**config.mk**
```make
export PLATFORM = sky130hd
export DESIGN_NAME = instr_fetch_unit
export DESIGN_NICKNAME = d
export VERILOG_FILES = /design/src/rtl/cpu_pkg.sv /design/src/rtl/instr_fetch_unit_pc_reg.sv /design/src/rtl/instr_fetch_unit.sv
export SDC_FILE = /design/constraint.sdc
export NUM_CORES = 1
export LEC_CHECK = 0
export ABC_AREA = 0
export CORE_MARGIN = 2
export CORE_UTILIZATION = 36
export CTS_BUF_LIST = sky130_fd_sc_hd__clkbuf_2 sky130_fd_sc_hd__clkbuf_4 sky130_fd_sc_hd__clkbuf_8
export DETAILED_ROUTE_END_ITERATION = 7
export PLACE_DENSITY = 0.83
export REMOVE_ABC_BUFFERS = 1
export SETUP_SLACK_MARGIN = 0.15
export SKIP_LAST_GASP = 1
export SYNTH_ARGS = -nofsm -noshare
export SYNTH_HDL_FRONTEND = slang
export SYNTH_SLANG_ARGS = --single-unit
export TNS_END_PERCENT = 5
```
**constraint.sdc**
```tcl
create_clock -name clk -period 1.98 [get_ports clk]
set_clock_uncertainty 0.15 [all_clocks]
set_input_delay 0.297 -clock clk [delete_from_list [all_inputs] [get_ports clk]]
set_output_delay 0.297 -clock clk [all_outputs]
set_load 0.05 [all_outputs]
```
**src/rtl/cpu_pkg.sv**
```systemverilog
`default_nettype none
// ============================================================================
//  Module      : cpu_pkg
//  Description : Definitions shared by the fetch unit and the multicycle
//                control unit: fetch FSM state encoding, instruction-register
//                field positions and opcode/funct constants.
//  Revision    : 1.0  initial release
// ============================================================================
package cpu_pkg;

    // Fetch FSM states (2-bit encoding)
    typedef enum logic [1:0] {
        S_IDLE = 2'b00,
        S_READ = 2'b01,
        S_WAIT = 2'b10
    } fetch_state_t;

    // Memory latency counter width (latency range 1..7)
    localparam int c_CNT_W = 3;

    // Instruction-register field bit positions
    localparam int c_OPCODE_HI = 31;
    localparam int c_OPCODE_LO = 26;
    localparam int c_RS_HI     = 25;
    localparam int c_RS_LO     = 21;
    localparam int c_RT_HI     = 20;
    localparam int c_RT_LO     = 16;
    localparam int c_RD_HI     = 15;
    localparam int c_RD_LO     = 11;
    localparam int c_SHAMT_HI  = 10;
    localparam int c_SHAMT_LO  = 6;
    localparam int c_FUNCT_HI  = 5;
    localparam int c_FUNCT_LO  = 0;
    localparam int c_IMM_HI    = 15;
    localparam int c_JADDR_HI  = 25;

    // Opcode constants
    localparam logic [5:0] c_OP_RTYPE = 6'b000000;
    localparam logic [5:0] c_OP_J     = 6'b000010;
    localparam logic [5:0] c_OP_JAL   = 6'b000011;
    localparam logic [5:0] c_OP_BEQ   = 6'b000100;
    localparam logic [5:0] c_OP_BNE   = 6'b000101;
    localparam logic [5:0] c_OP_ADDI  = 6'b001000;
    localparam logic [5:0] c_OP_LW    = 6'b100011;
    localparam logic [5:0] c_OP_SW    = 6'b101011;

    // R-type funct constants
    localparam logic [5:0] c_FN_SLL   = 6'b000000;
    localparam logic [5:0] c_FN_JR    = 6'b001000;
    localparam logic [5:0] c_FN_ADD   = 6'b100000;
    localparam logic [5:0] c_FN_SUB   = 6'b100010;
    localparam logic [5:0] c_FN_AND   = 6'b100100;
    localparam logic [5:0] c_FN_OR    = 6'b100101;
    localparam logic [5:0] c_FN_SLT   = 6'b101010;

endpackage
`default_nettype wire

```
**src/rtl/instr_fetch_unit_pc_reg.sv**
```systemverilog
`default_nettype none
// ============================================================================
//  Module      : pc_reg
//  Description : 32-bit program counter with direct load (idle), deferred
//                redirect (fetch in flight) and increment-by-4 at capture.
//  Ports       : clk, reset         - clock, synchronous active-high reset
//                redirect           - accepted PC load this cycle
//                redirect_pc        - load target (already word aligned)
//                busy               - a fetch is in flight
//                capture            - instruction captured this cycle
//                pc / pc_plus4      - current PC and PC+4 (wraps mod 2^32)
//  Revision    : 1.0  initial release
// ============================================================================
module pc_reg
    import cpu_pkg::*;
#(
    parameter logic [31:0] RESET_PC = 32'h0000_0000
) (
    input  logic        clk,
    input  logic        reset,
    input  logic        redirect,
    input  logic [31:0] redirect_pc,
    input  logic        busy,
    input  logic        capture,
    output logic [31:0] pc,
    output logic [31:0] pc_plus4
);

    logic [31:0] r_pc;
    logic        r_pend_valid;
    logic [31:0] r_pend_pc;
    logic [31:0] w_pc_plus4;

    assign w_pc_plus4 = r_pc + 32'd4;

    always_ff @(posedge clk) begin
        if (reset) begin
            r_pc         <= RESET_PC;
            r_pend_valid <= 1'b0;
            r_pend_pc    <= 32'h0;
        end else if (capture) begin
            // A load arriving on the capture cycle is the most recent one,
            // so it beats any earlier pending target.
            if (redirect)
                r_pc <= redirect_pc;
            else if (r_pend_valid)
                r_pc <= r_pend_pc;
            else
                r_pc <= w_pc_plus4;
            r_pend_valid <= 1'b0;
        end else if (redirect) begin
            if (busy) begin
                r_pend_valid <= 1'b1;
                r_pend_pc    <= redirect_pc;
            end else begin
                r_pc <= redirect_pc;
            end
        end
    end

    assign pc       = r_pc;
    assign pc_plus4 = w_pc_plus4;

endmodule
`default_nettype wire

```
**src/rtl/instr_fetch_unit.sv**
```systemverilog
`default_nettype none
// ============================================================================
//  Module      : instr_fetch_unit
//  Description : Fetch stage. Sequences a fixed-latency instruction-memory
//                read, latches the word into IR and presents decoded fields
//                with a valid flag. Accepts PC redirects from control.
//  Ports       : clk, reset, fetch_req, pc_load, pc_next[31:0],
//                mem_rdata[31:0]  -> inputs
//                mem_addr, mem_rd, busy, ir_valid, opcode, rs, rt, rd, shamt,
//                funct, imm16, jaddr, pc_out, pc_plus4, misaligned -> outputs
//  Options     : FETCH_ALIGN_CHECK_EN - reject misaligned pc_load targets and
//                raise a sticky misaligned flag; otherwise targets are forced
//                to word alignment and misaligned is tied low.
//  Revision    : 1.0  initial release
// ============================================================================
module instr_fetch_unit
    import cpu_pkg::*;
#(
    parameter int unsigned  MEM_LATENCY = 1,
    parameter logic [31:0]  RESET_PC    = 32'h0000_0000
) (
    input  logic        clk,
    input  logic        reset,
    input  logic        fetch_req,
    input  logic        pc_load,
    input  logic [31:0] pc_next,
    input  logic [31:0] mem_rdata,
    output logic [31:0] mem_addr,
    output logic        mem_rd,
    output logic        busy,
    output logic        ir_valid,
    output logic [5:0]  opcode,
    output logic [4:0]  rs,
    output logic [4:0]  rt,
    output logic [4:0]  rd,
    output logic [4:0]  shamt,
    output logic [5:0]  funct,
    output logic [15:0] imm16,
    output logic [25:0] jaddr,
    output logic [31:0] pc_out,
    output logic [31:0] pc_plus4,
    output logic        misaligned
);

    fetch_state_t       r_state;
    fetch_state_t       w_state_next;
    logic [c_CNT_W-1:0] r_cnt;
    logic [31:0]        r_ir;
    logic               r_ir_valid;
    logic               w_capture;
    logic               w_busy;
    logic               w_redirect;
    logic [31:0]        w_redirect_pc;
    logic [31:0]        w_pc;

`ifdef FETCH_ALIGN_CHECK_EN
    logic r_misaligned;

    assign w_redirect    = pc_load && (pc_next[1:0] == 2'b00);
    assign w_redirect_pc = pc_next;

    always_ff @(posedge clk) begin
        if (reset)
            r_misaligned <= 1'b0;
        else if (pc_load && (pc_next[1:0] != 2'b00))
            r_misaligned <= 1'b1;
    end

    assign misaligned = r_misaligned;
`else
    logic w_unused_align_bits;

    assign w_unused_align_bits = ^pc_next[1:0];
    assign w_redirect          = pc_load;
    assign w_redirect_pc       = {pc_next[31:2], 2'b00};
    assign misaligned          = 1'b0;
`endif

    // ------------------------------------------------------------------
    // FSM: state register
    // ------------------------------------------------------------------
    always_ff @(posedge clk) begin
        if (reset)
            r_state <= S_IDLE;
        else
            r_state <= w_state_next;
    end

    // ------------------------------------------------------------------
    // FSM: next state and strobes
    // ------------------------------------------------------------------
    always_comb begin
        w_state_next = r_state;
        w_capture    = 1'b0;
        mem_rd       = 1'b0;
        w_busy       = 1'b0;
        case (r_state)
            S_IDLE: begin
                if (fetch_req)
                    w_state_next = S_READ;
            end
            S_READ: begin
                mem_rd = 1'b1;
                w_busy = 1'b1;
                // Single-cycle memory: data is sampled at the end of the
                // strobe cycle.
                if (MEM_LATENCY == 1) begin
                    w_capture    = 1'b1;
                    w_state_next = S_IDLE;
                end else begin
                    w_state_next = S_WAIT;
                end
            end
            S_WAIT: begin
                w_busy = 1'b1;
                // Count reaching zero on this edge means data is valid now.
                if (r_cnt == c_CNT_W'(1)) begin
                    w_capture    = 1'b1;
                    w_state_next = S_IDLE;
                end
            end
            default: begin
                w_state_next = S_IDLE;
            end
        endcase
    end

    // ------------------------------------------------------------------
    // Latency counter, IR and valid flag
    // ------------------------------------------------------------------
    always_ff @(posedge clk) begin
        if (reset) begin
            r_cnt      <= '0;
            r_ir       <= 32'h0;
            r_ir_valid <= 1'b0;
        end else begin
            if (r_state == S_READ) begin
                r_cnt      <= c_CNT_W'(MEM_LATENCY - 1);
                r_ir_valid <= 1'b0;
            end else if (r_state == S_WAIT) begin
                r_cnt <= r_cnt - c_CNT_W'(1);
            end
            if (w_capture) begin
                r_ir       <= mem_rdata;
                r_ir_valid <= 1'b1;
            end
        end
    end

    // ------------------------------------------------------------------
    // Program counter
    // ------------------------------------------------------------------
    pc_reg #(
        .RESET_PC (RESET_PC)
    ) u_pc_reg (
        .clk         (clk),
        .reset       (reset),
        .redirect    (w_redirect),
        .redirect_pc (w_redirect_pc),
        .busy        (w_busy),
        .capture     (w_capture),
        .pc          (w_pc),
        .pc_plus4    (pc_plus4)
    );

    assign pc_out   = w_pc;
    assign mem_addr = w_pc;
    assign busy     = w_busy;
    assign ir_valid = r_ir_valid;

    // Decoded fields are plain slices of IR
    assign opcode = r_ir[c_OPCODE_HI:c_OPCODE_LO];
    assign rs     = r_ir[c_RS_HI:c_RS_LO];
    assign rt     = r_ir[c_RT_HI:c_RT_LO];
    assign rd     = r_ir[c_RD_HI:c_RD_LO];
    assign shamt  = r_ir[c_SHAMT_HI:c_SHAMT_LO];
    assign funct  = r_ir[c_FUNCT_HI:c_FUNCT_LO];
    assign imm16  = r_ir[c_IMM_HI:0];
    assign jaddr  = r_ir[c_JADDR_HI:0];

endmodule
`default_nettype wire

```
* Word level (Yosys, flattened, before mapping)
Cells that the tools add are included.
** Storage, ports and cells
- Flip-flop bits (word level) :: 101
- Input port bits :: 68
- Output and inout bits :: 174
- Word-level logic and storage cells :: 40
** Cells by class
- Add/subtract/negate cells :: 2
- Equal/unequal tests :: 6
- Mux-type cells :: 14
- Bitwise gates (word level) :: 1
- Reduce and logical (&&, ||, !) cells :: 10
** Operators by type and width (count)
- 32-bit two-way mux :: 5
- 32-bit by 3-bit adder with 32-bit output (second input constant) :: 1
- 2-bit AND reduction :: 3
- 2-bit OR reduction :: 3
- 1-bit two-way mux :: 5
- 2-bit two-way mux :: 2
- 2-bit inequality test (second input constant) :: 2
- 2-bit one-hot mux with 2 select lines :: 1
- 2-bit nonzero test :: 2
- 3-bit by 1-bit equality test with 1-bit output (second input constant) :: 1
- 3-bit AND reduction :: 1
- 3-bit by 1-bit subtractor with 3-bit output (second input constant) :: 1
- 2-bit by 1-bit equality test with 1-bit output (second input constant) :: 1
- 2-bit equality test (second input constant) :: 1
- 2-bit logical NOT :: 1
- 2-bit by 1-bit inequality test with 1-bit output (second input constant) :: 1
- 1-bit one-hot mux with 2 select lines :: 1
- 1-bit inverter :: 1

* Depth between registers and ports, before layout
- Word-level depth :: 6
- Depth in mapped cells :: 7
- Mapped depth without buffers :: 5

* By module
A second synthesis with hierarchy kept.
** Unflattened totals
- Cells, all modules :: 643
- Area total of the unflattened synthesis :: 5390.2 um2
** Modules (own cells, without submodules)
- pc_reg :: instances 1, cells each 457, area an instance 3589.7 um2, seq. area each 1301.2 um2
- instr_fetch_unit :: instances 1, cells each 186, area an instance 1800.5 um2, seq. area each 680.7 um2

* Least setup slack after synthesis
Ideal clock, no wire load.
- Path type :: register to output
- Start :: reg u_pc_reg.r_pc[3] (netlist: u_pc_reg.pc[3])
- End :: out pc_plus4[30]
- Arrival time :: 2813 ps
- Data required time :: 1533 ps
- Setup slack :: -1280 ps
- Stages on the path, launching flop included :: 7
- Path buffers :: 1
- Cell sequence :: dfxtp_1 ha_1 nand3_1 clkbuf_1 nor4_2 nand4_1 xnor2_1
** On the way
- Cells in the longest elaborated chain, start to end :: 1
** Ends and longest elaborated chain
- from (decl) :: RTL line instr_fetch_unit_pc_reg.sv:29 : logic [31:0] r_pc;
- from (signal assigned) :: RTL line instr_fetch_unit_pc_reg.sv:45 : r_pc <= redirect_pc;
- from (signal assigned) :: RTL line instr_fetch_unit_pc_reg.sv:47 : r_pc <= r_pend_pc;
- from (signal assigned) :: RTL line instr_fetch_unit_pc_reg.sv:49 : r_pc <= w_pc_plus4;
- 32-bit by 3-bit adder with 32-bit output :: RTL line instr_fetch_unit_pc_reg.sv:34 : assign w_pc_plus4 = r_pc + 32'd4;
- to (decl) :: RTL line instr_fetch_unit.sv:41 : output logic [31:0] pc_plus4,
Every way passes these cells.

* Worst setup path after layout
- Start :: reg u_pc_reg.r_pc[3] (netlist: u_pc_reg.pc[3])
- End :: out pc_plus4[26]
The elaborated chain is that of the path after synthesis.

==> results.cfg <==
[place]
placedCellCount = 842
io_buffers = 232
dpl.hpwl_mm = 10.29
gp_congestion = 0.8344
preCtsSetupSlack_ns = -0.3325
placed_area_um2 = 6653

[cells_and_area]
fillers = 911
stdcell_count = 871
seq_area_um2 = 1325
fin_area_um2 = 7174
largest_register_ffs = 32
post-route-util_pct = 62.83
nNetsFinal = 792
diodes = 0
drive_gt1_share_pct = 38.05
multi_input_area_um2 = 2344
area_delta_synth_final_pct = 70.20

[grt]
antenna_found_initial = 0
grt_overflow = 0
grt_pass1_vias = 4284
grt_max_degree = 60
grt_pass1_wl_mm = 21.64
grt.total_usage_pct = 21.09

[yosys]
ys_seq_area_share_pct = 30.87
avgSynthCellArea_um2 = 8.298
ys_async_sr_fraction_pct = 0
syn_inst = 508
synth_seq_cells = 65
synth_cell_types = 56
syn_area_um2 = 4215
synthFlopType = dfxtp_1
synth_edf_count = 0
ys_warn_count = 0

[floorplan]
row_count = 39
fp.dieH_um = 112.2
die_area_um2 = 12590
io_pins = 242
die_w_um = 112.2
core_um2 = 11420
start_util_pct = 36.92

[clock_network]
cts.htree.levels = 3
cts.sinks = 65
cts_tree = built
cts.clk_slew.worst_paths_ns = 0.07
numCtsBuffers = 9
cts.path.max_buffers = 2
worstSkewPairLatency_ns = 0.35
cts.hold.buffers_added = 0
root_buffer = clkbuf_8

[route]
drt_first_pass_iters = 4
wl_mm = 14.06
wl_per_cell_um = 16.14
met2_wirelength_mm = 7.326
via_per_inst = 5.094
ant_nets = 0
drt_iter0_drc = 235
via_count = 4437
wl_met1_mm = 5.488
drc = 0
met3WireLength_mm = 1.038
routed.top_layer = met4

[timing]
rsz0062_at_grt = yes
finalSetupViolCount = 64
maxSlewViolCount = 0
fmax_mhz = 395.4
worstMarginPinSlew_ns = 0.5120
slew_headroom_pct = 65.76
finalWorstSetupSlack_ns = -0.5488
min_period_over_period_pct = 127.7
hold_viol_final = 0
final.min_clock_period_ns = 2.529

[worst_hold_path]
hp-start = reset
hold_depth = 4
hold_path_class = in2reg

[worst_setup_path]
start_kind = flop
required_ns = 1.53
worstPathArrival_ns = 2.08
crit_top_cell = buf_12
critPathTopFamily = simple AND/OR/NAND/NOR gates
cp_num_buf_inv = 2
path_class = reg2out
path_cells = ha_4 -> nand3_4 -> nor4_4 -> buf_12 -> nand4_1 -> xnor2_2 -> buf_12
worstReg2RegStart = u_pc_reg.pc[2]
crit_path_end_kind = primary output
crit_path_max_incr_delay_ns = 0.38
critPathMaxFanout = 7
cp.depth = 7
reg2reg_depth = 10
startpoint = u_pc_reg.pc[3]
crit_slowest_cell = dfxtp_4

[outcome]
status = finished, violations left
violations = negative setup slack

[pwr]
power_density_nw_per_um2 = 609.5
p_leak_nw = 3.092
p_total_mw = 4.373
switching_share_pct = 37.92
combPwrFrac_pct = 40.0
p_int_mw = 2.715
peakVddDrop_v = 0.0004163
pwr-share-clk_pct = 26.7
pwr-share-seq_pct = 33.2
p_switching_mw = 1.658

[run]
drv_cap = 0
## power groups by stage
stage / logic, mW / clock network [mW] / registers [mW]
after detailed placement: 1.73 / 0 / 1.47
after floorplan: 0.375 / 0 / 2.06
final: 1.75 / 1.17 / 1.45
after global placement: 1.71 / 0 / 1.47
after CTS: 1.74 / 1.19 / 1.45
after global routing: 1.82 / 1.25 / 1.46
## metrics by stage
stage | hold slack (ns) | TNS [ns]
finish | 0.2939 | -12.63
CTS | 0.2795 | -13.70
detailed placement | 0.3199 | -4.304
floorplan | 0.2161 | -159.01
global route | 0.2984 | -17.49
global placement | 0.2992 | -3.965
## layer usage
metal | vias to the layer above | track usage, %
met2 | 220 | 38.07
met4 | 0 | 7.236
met5 | - | 0
met1 | 2074 | 24.81
met3 | 14 | 4.374
li1 | 2129 | -
## kinds of logic (layout without fill, tap and decap cells)
family                     count (synthesis)  count (layout)  synth area share [%]
xor gates and xnor gates                  24              24                 4.987
AOI/OAI and AO/OA                         74              74                 11.78
adders and majority gates                  1               1                0.2968
and+or+nand+nor                          184             184                 25.32
other                                      1               7               0.08896
buffers and inverters                    125             339                 18.58
DFF                                       65              65                 30.87
muxes                                     34              34                 8.074
## worst min-delay path, cell delays in order
cell and delay (ns):
buf_2 0.12, nor4b_4 0.06, buf_4 0.15, o2bb2ai_1 0.11
## cell usage after synthesis (2+ instances only)
cell type	number	area, µm²
o211ai_1	4	30.03
o31a_1	2	17.52
and4_1	3	26.28
nand3b_1	4	30.03
buf_2	11	55.05
dfxtp_1	65	1301
o2bb2ai_1	7	61.31
and3_1	7	43.79
xor2_1	12	105.1
or4b_1	2	20.02
nor3_1	10	50.05
a311o_1	2	20.02
buf_1	7	26.28
nand4_1	10	62.56
a21oi_1	35	175.2
nor4_2	2	25.02
or2_2	2	12.51
nand2_1	23	86.33
nor4_1	4	25.02
o221ai_1	8	70.07
inv_1	5	18.77
nor2b_1	4	25.02
nor2_1	48	180.2
a41o_1	3	30.03
nor3b_1	27	202.7
o21a_1	2	15.01
nand3_1	17	85.08
clkbuf_1	22	82.58
o21ai_0	3	15.01
xnor2_1	12	105.1
mux2i_1	34	340.3
nand2b_1	7	43.79
or3_1	2	12.51
buf_4	80	600.6
## timing repair
item,CTS,global route
gates resized for setup,26,20
setup endpoints to repair,80,86
pin swaps,13,13
buffers inserted,5,8
## cell usage in the layout, fill, tap and decap left out, drive strengths merged, types with 4 or more instances in the layout
master and instances:
buf 216, clkdlybuf4s50 101, dfxtp 65, nor2 48, a21oi 35, mux2i 34
nor3b 27, nand2 23, nand3 17, clkbuf 13, nand4 12, xor2 12
xnor2 12, nor3 10, o221ai 8, nand2b 7, o2bb2ai 7, conb 7
and3 7, nor4 7, inv 5, nand3b 4, o211ai 4, nor2b 4
o21ai 4
## final timing paths
check                    end  slack (ns)
max reg2reg  u_pc_reg.pc[23]       -0.16
min          u_pc_reg.pc[18]        0.29
max             pc_plus4[26]       -0.55
min reg2reg         ir_valid        0.33
## final cells by class
cell class	count	share of cell area [%]
clock buffer	13	2.232
clock inverter	3	0.5581
inverter	5	0.2616
multi-input combinational	324	32.66
sequential	65	18.47
tap	143	2.494
timing repair buffer	318	43.32
Note: power is estimated with default switching activity, not from simulation.
